<file path="src/rtl/fetch_sequencer.sv">
// Instruction fetch sequencer: PC generation, sync-RAM reads, prefetch buffer, decode handshake.
// Optional FETCH_PERF_EN adds saturating pop/stall counters.
module fetch_sequencer #(
  parameter int ADDR_W   = 4,
  parameter int DATA_W   = 32,
  parameter int DEPTH    = 4,
  parameter int RESET_PC = 0
) (
  input  logic              clk,
  input  logic              reset,
  input  logic              halt,
  input  logic              redirect,
  input  logic [ADDR_W-1:0] redirect_addr,
  output logic [ADDR_W-1:0] imem_addr,
  output logic              imem_re,
  input  logic [DATA_W-1:0] imem_data,
  output logic              inst_valid,
  input  logic              inst_ready,
  output logic [DATA_W-1:0] inst_data,
`ifdef FETCH_PERF_EN
  output logic [15:0]       perf_fetched,
  output logic [15:0]       perf_stall,
`endif
  output logic [ADDR_W-1:0] inst_pc
);
  localparam int PW = $clog2(DEPTH);
  localparam int OW = PW + 1;
  localparam logic [OW-1:0] DEPTH_C = OW'(DEPTH);
  localparam logic [1:0] IDLE = 2'd0, FETCH = 2'd1, HALTED = 2'd2;

  logic [1:0]        state;
  logic [ADDR_W-1:0] pc, issued_pc;
  logic              inflight;
  logic [PW-1:0]     head, tail;
  logic [OW-1:0]     occ, fill;
  logic [DATA_W-1:0] buf_data [DEPTH];
  logic [ADDR_W-1:0] buf_pc   [DEPTH];
  logic              redir, push, pop;

  // fill uses the pre-pop occupancy so a full buffer never over-issues
  assign fill       = occ + OW'(inflight);
  assign redir      = redirect & (state != IDLE);
  assign imem_re    = !reset & (state == FETCH) & !halt & !redirect & (fill < DEPTH_C);
  assign imem_addr  = pc;
  assign inst_valid = (occ != '0);
  assign pop        = inst_valid & inst_ready;
  assign push       = inflight & !redir;
  assign inst_data  = inst_valid ? buf_data[head] : '0;
  assign inst_pc    = inst_valid ? buf_pc[head]   : '0;

  always_ff @(posedge clk) begin
    if (reset) begin
      state     <= IDLE;
      pc        <= ADDR_W'(RESET_PC);
      issued_pc <= '0;
      inflight  <= 1'b0;
    end else begin
      case (state)
        IDLE:    state <= FETCH;
        FETCH:   if (halt) state <= HALTED;
        HALTED:  if (!halt) state <= FETCH;
        default: state <= IDLE;
      endcase
      if (redir)        pc <= redirect_addr;
      else if (imem_re) pc <= pc + 1'b1;
      if (imem_re) issued_pc <= pc;
      inflight <= imem_re;
    end
  end

  always_ff @(posedge clk) begin
    if (reset) begin
      head <= '0;
      tail <= '0;
      occ  <= '0;
    end else if (redir) begin
      head <= '0;
      tail <= '0;
      occ  <= '0;
    end else begin
      if (push) tail <= tail + 1'b1;
      if (pop)  head <= head + 1'b1;
      if (push && !pop)      occ <= occ + 1'b1;
      else if (!push && pop) occ <= occ - 1'b1;
    end
  end

  always_ff @(posedge clk) begin
    if (push) begin
      buf_data[tail] <= imem_data;
      buf_pc[tail]   <= issued_pc;
    end
  end

`ifdef FETCH_PERF_EN
  always_ff @(posedge clk) begin
    if (reset) begin
      perf_fetched <= '0;
      perf_stall   <= '0;
    end else begin
      if (pop && perf_fetched != 16'hFFFF) perf_fetched <= perf_fetched + 1'b1;
      if (inst_valid && !inst_ready && perf_stall != 16'hFFFF) perf_stall <= perf_stall + 1'b1;
    end
  end
`endif
endmodule

</file>
<file path="config.mk">
export PLATFORM = sky130hd
export DESIGN_NAME = fetch_sequencer
export DESIGN_NICKNAME = d
export VERILOG_FILES = /design/src/rtl/fetch_sequencer.sv
export SDC_FILE = /design/constraint.sdc
export NUM_CORES = 1
export LEC_CHECK = 0
export CORE_MARGIN = 3
export CORE_UTILIZATION = 59
export DETAILED_ROUTE_END_ITERATION = 12
export PLACE_DENSITY_LB_ADDON = 0.05
export SLEW_MARGIN = 25
export SYNTH_ARGS = -nofsm -noshare
export SYNTH_HDL_FRONTEND = slang
export SYNTH_SLANG_ARGS = --single-unit
</file>
<file path="constraint.sdc">
create_clock -name clk -period 6 [get_ports clk]
set_input_delay 1.2 -clock clk [delete_from_list [all_inputs] [get_ports clk]]
set_output_delay 1.2 -clock clk [all_outputs]
set_load 0.005 [all_outputs]
</file>
After elaboration in Yosys (flattened, before gate mapping)
Memories as Yosys holds them, arrays and structs flattened. A register that Yosys moved wholly into a read port is not among the register bits. Cells that the tools add are included.

Add/subtract/negate cells: 6. Order comparisons: 1. Equal/unequal tests: 4. Mux-type cells: 15. Bitwise gates (word level): 7. Reduce and logical (&&, ||, !) cells: 15.

Operators with widths (number): 2-to-1 mux 32 bit (1); 2-to-1 mux 2 bit (6); 2-to-1 mux 4 bit (3); bitwise AND 1 bit (7); logical NOT 1 bit (6); 2-to-1 mux 3 bit (2); one-hot mux 2 bit (3 select lines) (1); nonzero test 2 bit (3); adder 2 x 1 -> 2 bit (second input constant) (2); adder 4 x 1 -> 4 bit (second input constant) (1); inequality test 2 bit (second input constant) (2); adder 3 x 1 -> 3 bit (1); adder 3 x 1 -> 3 bit (second input constant) (1); < comparator 3 bit (second input constant) (1); nonzero test 3 bit (1); subtractor 3 x 1 -> 3 bit (second input constant) (1); == test 2 x 1 -> 1 bit (second input constant) (1); == test 2 bit (second input constant) (1); logical AND 1 bit (2); logical NOT 2 bit (1); 2-to-1 mux 1 bit (2); AND reduction 2 bit (1); OR reduction 2 bit (1).

Flip-flop bits (word level): 18. RAM bits: 144. Bits of input ports: 41. Output and inout bits: 42. Logic and storage cells: 57. Memories: 2.

Memory list: buf_data (words 4, width 32, rd ports 1, clocked after Yosys merged registers in 1, wr ports 1, RTL line 36) `logic [DATA_W-1:0] buf_data [DEPTH];`; buf_pc (words 4, width 4, rd ports 1, clocked after Yosys merged registers in 1, wr ports 1, RTL line 37) `logic [ADDR_W-1:0] buf_pc [DEPTH];`.

Depth between registers and ports, before layout
Depth in word-level cells: 8. Mapped depth: 9. Depth with buffers taken out: 8.

Worst setup path after synthesis
No wires, ideal clock.

Kind: input to output. From: input port reset. To: output port imem_re. Data arrival time: 2.225 ns. Data required time: 4.800 ns. Setup slack: 2.575 ns. Stages: 3. Path buffers: 1. Path through: buf_6 or4b_4 a211oi_4.

Longest elaborated chain between the ends: 5.

Ends and longest elaborated chain: start, declared (RTL line 10) `input logic reset,`; logical NOT 1 bit (RTL line 43) `assign imem_re = !reset & (state == FETCH) & !halt & !redirect & (fill < DEPTH_C);`; bitwise AND 1 bit (4 in series) (RTL line 43); end, declared (RTL line 15) `output logic imem_re,`.

No other way between the ends.

Final worst setup path
Same ends and word-level chain as after synthesis.

==> results by group <==
Timing
  • Tmin final: between 4000 and 5000 ps
  • Clk_skew: a little over 6 ps
  • Final Hold Fails: 0
  • Slew Limit Fails: 0
  • Fmax: about 0.22 GHz
  • Worst slew margin: around 36%
  • RSZ-0062 raised after global routing: no
  • Period utilization: 77.1%
  • Fin Setup TNS: 0 ps
  • Worst-Margin Slew: about 960 ps
  • Final setup violation count: 0

Die
  • Initial Util: roughly 60%
  • Die Y: 110 µm
  • Core box area: roughly 0.010 mm²
  • Row count: 37
  • Full die area: between 0.01 and 0.015 mm²
  • IO Pins: 83
  • Die width: 110 µm

CTS
  • H-tree depth: 4
  • Reg clk slew, reported paths: roughly 70 ps
  • Clk Latency, worst-skew pair: just over 500 ps
  • Max Root-Sink Buffers: 2
  • PostCTS Resize Cnt: 0
  • TritonCTS clock tree: done
  • Post-CTS Setup Bufs: 0
  • Hold Buf Count CTS: 0
  • Clk sinks: approximately 160
  • TritonCTS buffer count: 17
  • Root Buffer: clkbuf_8

Drt
  • WL final: 10500 µm
  • Antenna-violating nets left: 0
  • Drt first-iter violations: roughly 150
  • Vias: 3130
  • Post-route DRC: 0
  • 1st-pass router iterations: 4
  • Drt via density: 5.61
  • WL/cell: ~19 µm

Synthesis
  • Syn nets: 370
  • Sequential area share after synthesis: roughly three quarters
  • Avg Cell Area, Syn: 19.7 µm²
  • Yosys warns: 0
  • Cell area after synthesis: ~0.0063 mm²
  • Syn Inst Count: between 300 and 400
  • Synth cell types: 32
  • Flops & latches, synth: around 160

Power and ir drop
  • Leakage: around 2.6 nW
  • Design Power: approximately 2.7 mW
  • PwrDens: between 300 and 400 mW/mm²
  • VDD IR max: around 240 µV

Placement
  • Port-buffer cells: 82
  • Placed cell area: ~0.0073 mm²
  • RePlAce Congestion: between 0.7 and 0.8
  • Dpl hpwl: 6130 µm

Worst setup path
  • Req. time, crit path: ~4800 ps
  • CP endpoint: imem_re
  • R2R setup slack: 3510 ps
  • Critical path origin: reset
  • Setup Crit Path Kind: in -> out
  • FF-to-FF Start: occ[0]
  • Crit path max fanout: 10
  • Critical Path Max Stage Delay: 620 ps
  • Cell mode on critical path: clkdlybuf4s50_1
  • Crit path DAT: approximately 3400 ps
  • Worst r2r dst: occ[2]
  • Critical-path cell list: clkdlybuf4s50_1 -> or4b_4 -> a211oi_4 -> clkdlybuf4s50_1
  • Crit. End Element: primary output
  • Worst R2R Path Depth: 9
  • Critical path's slowest cell: or4b_4
  • Worst Setup Start Kind: input port

Layout
  • Register area: between 0.004 and 0.005 mm²
  • Final instance area: 0.00788 mm²
  • Multi-input gate area: ~0.0015 mm²
  • P&R area growth vs syn: 24.2%
  • Share of layout cells above drive strength 1: ~18%
  • Fillcell total: between 600 and 700
  • Total Nets Final: 457
  • Antenna cell count: 0
  • Post-layout util: 76.0%

Worst hold path
  • HP Class: reg -> reg

Run
  • Max-cap violations: 0

GRT
  • Pin count of the biggest net entering global routing: 40
  • Initial antenna violation count: 0
  • Gr usage total: approximately a fifth
  • Global-route wire length before repair: between 15000 and 20000 µm
  • Gr ovfl total: 0
  • Vias in the first global route: about 3300

Status
  • Status: complete, no violations
[critical path: cells and delay by family]
kind	cells	cell delay [ps]
compound gates	1	430
buf+inv	2	1170
simple gates	1	620
[cell usage after synthesis (all sizes together)]
| cell | n | area share [%] |
|---|---|---|
| edfxtp | 144 | 68 |
| and2 | 37 | 3.6 |
| mux4 | 36 | 13 |
| dfxtp | 20 | 6.3 |
| nor2 | 14 | 0.83 |
| clkbuf | 11 | 0.65 |
| ha | 6 | 1.2 |
| mux2i | 6 | 0.95 |
| buf | 5 | 0.47 |
| xnor2 | 5 | 0.69 |
| and3 | 4 | 0.39 |
| inv | 4 | 0.24 |
| o21ai | 4 | 0.32 |
| xor2 | 4 | 0.55 |
| a211oi | 3 | 0.55 |
| nand2 | 3 | 0.18 |
| a2111oi | 2 | 0.28 |
| nand3 | 2 | 0.16 |
| nor3b | 2 | 0.24 |
| or3 | 2 | 0.20 |
| a21oi | 1 | 0.079 |
| a221o | 1 | 0.16 |
| a31o | 1 | 0.14 |
| fa | 1 | 0.32 |
| maj3 | 1 | 0.16 |
| nand2b | 1 | 0.099 |
| nand4 | 1 | 0.099 |
| or4b | 1 | 0.22 |
[layer usage]
layer  vias to the layer above  part of all wire [%]  global-route usage [%]
met2                        85                    52                    31.8
met4                         0                   1.1                    7.39
met5                         -                     0                       0
met1                      1598                    42                    24.8
met3                         7                   4.6                    5.64
li1                       1440                     -                       -
[stage by stage]
step           setup WS (ps)  hold WS (ps)  instances
3_3_place_gp            1430           492        526
3_5_place_dp            1400           502        526
5_1_grt                 1280           525        558
4_1_cts                 1380           522        558
2_1_floorplan           2570           459        322
6_report                1370           522        558
[where the power goes]
part	switching, mW	internal, mW	total [mW]	leakage (nW)
clock	0.427	0.638	1.06	0.293
combinational	0.143	0.228	0.371	0.786
sequential	0.0285	1.25	1.28	1.50
total	0.599	2.12	2.72	2.57
[area by class of cell]
class                           count  share of cell area [%]
Clock buffer                       17                    5.26
Multi-Input combinational cell    138                    19.5
Timing Repair Buffer               84                    10.6
Tap cell                          136                    2.16
Inverter                            4                   0.191
Sequential cell                   164                    60.0
Clock inverter                     15                    2.25
[worst min path at each step]
stage,cells past startpoint,slack [ps],from,end
finish,0,520,issued_pc[2],buf_pc[3][2]
global route,0,530,issued_pc[2],buf_pc[2][2]
CTS,0,520,issued_pc[0],buf_pc[3][0]
detailed placement,0,500,issued_pc[0],buf_pc[3][0]
global placement,2,490,occ[2],occ[2]
floorplan,0,460,issued_pc[0],buf_pc[0][0]
[logic make-up (layout without fill, tap and decap cells)]
group | after synthesis | count (layout) | share of synthesized area (%)
compound gates | 12 | 12 | 1.52
xor+xnor | 9 | 9 | 1.24
fa+ha+maj | 8 | 8 | 1.66
buf+inv | 20 | 120 | 1.36
flops | 164 | 164 | 74.4
mux | 42 | 42 | 13.7
simple gates | 67 | 67 | 6.05
[state kept, by name (all words and copies together) (netlist names), named ones only]
| register | flops |
|---|---|
| imem_addr | 4 |
| issued_pc | 4 |
| occ | 3 |
| tail | 2 |
| state | 2 |
| head | 2 |
| inflight | 1 |
| buf_data | 128 |
| buf_pc | 16 |
[placed cells by master (no fill, tap or decap)]
cell / instances
inv_1: 4
and3_2: 4
mux2i_1: 6
nand3_1: 2
dfxtp_2: 2
mux4_2: 36
nand2b_1: 1
a221o_1: 1
ha_1: 6
xnor2_1: 5
or4b_4: 1
fa_1: 1
xor2_1: 4
a21oi_1: 1
o21ai_0: 3
clkbuf_16: 16
clkdlybuf4s50_1: 82
maj3_1: 1
a2111oi_0: 2
bufinv_16: 3
o21ai_1: 1
buf_4: 2
nand4_1: 1
clkbuf_8: 1
edfxtp_1: 144
nor3b_1: 2
inv_6: 5
or3_1: 2
nand2_1: 3
clkinv_1: 2
and2_1: 37
a211oi_4: 1
a211oi_1: 2
nor2_1: 14
clkinv_4: 3
a31o_2: 1
clkinv_2: 2
dfxtp_1: 18
(Power assumes the default switching activity.)
==> edit: new RTL, same settings <==
Add a define of `FETCH_PERF_EN`.
--- a/src/rtl/fetch_sequencer.sv
+++ b/src/rtl/fetch_sequencer.sv
@@ -2,2 +2,4 @@
 // Optional FETCH_PERF_EN adds saturating pop/stall counters.
+`define FETCH_PERF_EN
+
 module fetch_sequencer #(
Formal check against the unedited RTL (old outputs only; new: perf_fetched and perf_stall): equivalent (equiv_simple and equiv_induct, registers matched by name and starting in step).
==> edit against the original RTL <==
Final area increased by 26%. First-iteration DRC count up 130%. Critical path type unchanged. Setup slack improved by 0.13 ns. Routed wire length increased by 43%. Global-route usage rose by 1.5 points. Total power up 13%. Critical path depth unchanged. Largest cell class unchanged. Utilization is 1.1 points lower. Synthesized area up 27%. Combinational power increased by 11%. Clock power up 8%. Sequential cell count grew 32. Critical endpoint unchanged.
==> edit: results (changes against the original RTL) <==
| Metric | Value |
|---|---|
| Run status | `completed (unchanged)` |
| First-pass GRT wire length | `24,100 um (was 16,800 um)` |
| P_int | `0.00237 W (was 0.00212 W)` |
| Max reg flops | `128 (unchanged)` |
| Drt first pass iters | `4 (unchanged)` |
| Root Driver | `clkbuf_16 (was clkbuf_8)` |
| Vias in the first global route | `4,809 (was 3,322)` |
| Final clock skew | `0.00550 ns (was 0.00610 ns)` |
| Post-CTS Setup Inserts | `0 (unchanged)` |
| Arrival time at the worst endpoint | `3.30 ns (was 3.43 ns)` |
| Main synth FF type | `edfxtp_1 (unchanged)` |
| Hold path start | `perf_stall[6] (was issued_pc[2])` |
| Nets | `692 (was 457)` |
| Number of buffers added on ports | `114 (was 82)` |
| Hold Crit Class | `register to register (unchanged)` |
| CP max-delay cell | `clkdlybuf4s50_1 (was or4b_4)` |
| Share of post-route cells with drive strength above 1 | `13.9% (was 18.2%)` |
| Slew @ Worst Pin | `0.989 ns (was 0.958 ns)` |
| Syn_nets | `579 (was 370)` |
| Top cells by count, synth | `edfxtp_1 (144), dfxtp_1 (52), nor2b_1 (42) (was edfxtp_1 (144), and2_1 (37), mux4_2 (36))` |
| Async S/R FF share, synth | `0% (unchanged)` |
| Avg WL per Cell | `18.1 um (was 18.9 um)` |
| Synth unique cells | `47 (was 32)` |
| GRT Overall Usage | `20.9% (was 19.4%)` |
| 1st-iter DRT viols | `330 (was 145)` |
| Reg-to-Reg Start | `state[1] (was occ[0])` |
| P_leak | `3.10 nW (was 2.57 nW)` |
| Largest net degree at the start of global routing | `53 (was 40)` |
| Max stage delay on crit path | `0.62 ns (about the same)` |
| Post-synthesis sequential area ratio | `66.7% (was 74.4%)` |
| Worst Hold End | `perf_stall[6] (was buf_pc[3][2])` |
| Peak supply drop | `0.214 mV (was 0.242 mV)` |
| Hold Vio Cnt, Final | `0 (unchanged)` |
| Reg with most FFs | `buf_data (unchanged)` |
| Initial antenna violation count | `0 (unchanged)` |
| Worst Reg-to-Reg Cells | `8 (was 9)` |
| Worst reg2reg endpoint | `occ[2] (unchanged)` |
| Clk pin slew, worst setup/hold paths | `0.07 ns (about the same)` |
| Via density | `5.94 (was 5.61)` |
| Synth area leaders | `edfxtp_1 (54%), dfxtp_1 (13%), mux4_2 (10%) (was edfxtp_1 (68%), mux4_2 (13%), dfxtp_1 (6.3%))` |
| Max Root-Sink Buffers | `2 (unchanged)` |
| Clock insertion delay at the later pin of the skew report | `0.42 ns (was 0.51 ns)` |
| Worst reg2reg setup slack | `3.58 ns (was 3.51 ns)` |
| Hold path depth | `2 (was 0)` |
| H-tree levels | `4 (unchanged)` |
| DP Area | `9350 um2 (was 7290 um2)` |
| Register bit total from synthesis | `196 (was 164)` |
| Final GP Congestion | `0.792 (was 0.747)` |
| Final HPWL DP | `9000 um (was 6130 um)` |
| CP max FO | `10 (unchanged)` |
| Number of antenna diodes | `0 (unchanged)` |
| Yosys warns | `0 (unchanged)` |
| Post-cts resize count | `0 (unchanged)` |
| EDFF count, synth | `144 (unchanged)` |
-- edit: critical path: cells and delay by family --
family	cells	cell delay, ns
AND/OR/NAND/NOR	1	0.56
buffers and inverters	2	1.04
AO/OA/AOI/OAI	1	0.49
-- edit: logic make-up after synthesis --
logic type	count (synthesis)	share of synthesized area (%)
xor gates and xnor gates	8	0.871
adders and majority gates	10	1.62
AOI/OAI and AO/OA	66	5.55
DFF	196	66.7
and+or+nand+nor	163	11.7
buffers and inverters	37	1.80
muxes	49	11.8
-- edit: cell type report --
cell class,instances,area [um2]
Sequential cell,196,5370
Fill cell,837,3340
Multi-Input combinational cell,296,2540
Timing Repair Buffer,119,1170
Clock buffer,19,443
Tap cell,176,220
Clock inverter,13,160
Inverter,12,45.0
-- edit: power by group through the flow --
stage          logic, W  registers (W)  clock network (W)
5_1_grt        0.000446        0.00151            0.00120
2_1_floorplan  0.000216        0.00151                  0
4_1_cts        0.000418        0.00151            0.00116
3_3_place_gp   0.000407        0.00154                  0
6_report       0.000411        0.00151            0.00114
3_5_place_dp   0.000415        0.00154                  0
-- edit: worst max-delay path by stage --
stage,from,end,cells after the start
global route,halt,imem_re,4
detailed placement,halt,imem_re,4
global placement,redirect,imem_re,4
floorplan,redirect,imem_re,2
CTS,halt,imem_re,4
finish,redirect,imem_re,4
-- edit: metrics by stage --
stage	cells	worst slack (ns)	utilization, %	hold slack [ns]	power [W]
4_1_cts	831	1.48	74.9	0.519	0.00309
5_1_grt	831	1.41	74.9	0.544	0.00316
3_3_place_gp	799	1.53	70.3	0.487	0.00194
6_report	831	1.50	74.9	0.519	0.00306
2_1_floorplan	529	2.64	-	0.459	0.00173
3_5_place_dp	799	1.51	70.3	0.506	0.00195
-- edit: layer usage --
layer  vias to the layer above  wire length, um  GRT usage (%)
li1                       2301                -              -
met1                      2477             6400           28.5
met2                       137             7580           33.5
met3                        19              775           4.15
met4                         0              255           8.19
met5                         -                0              0
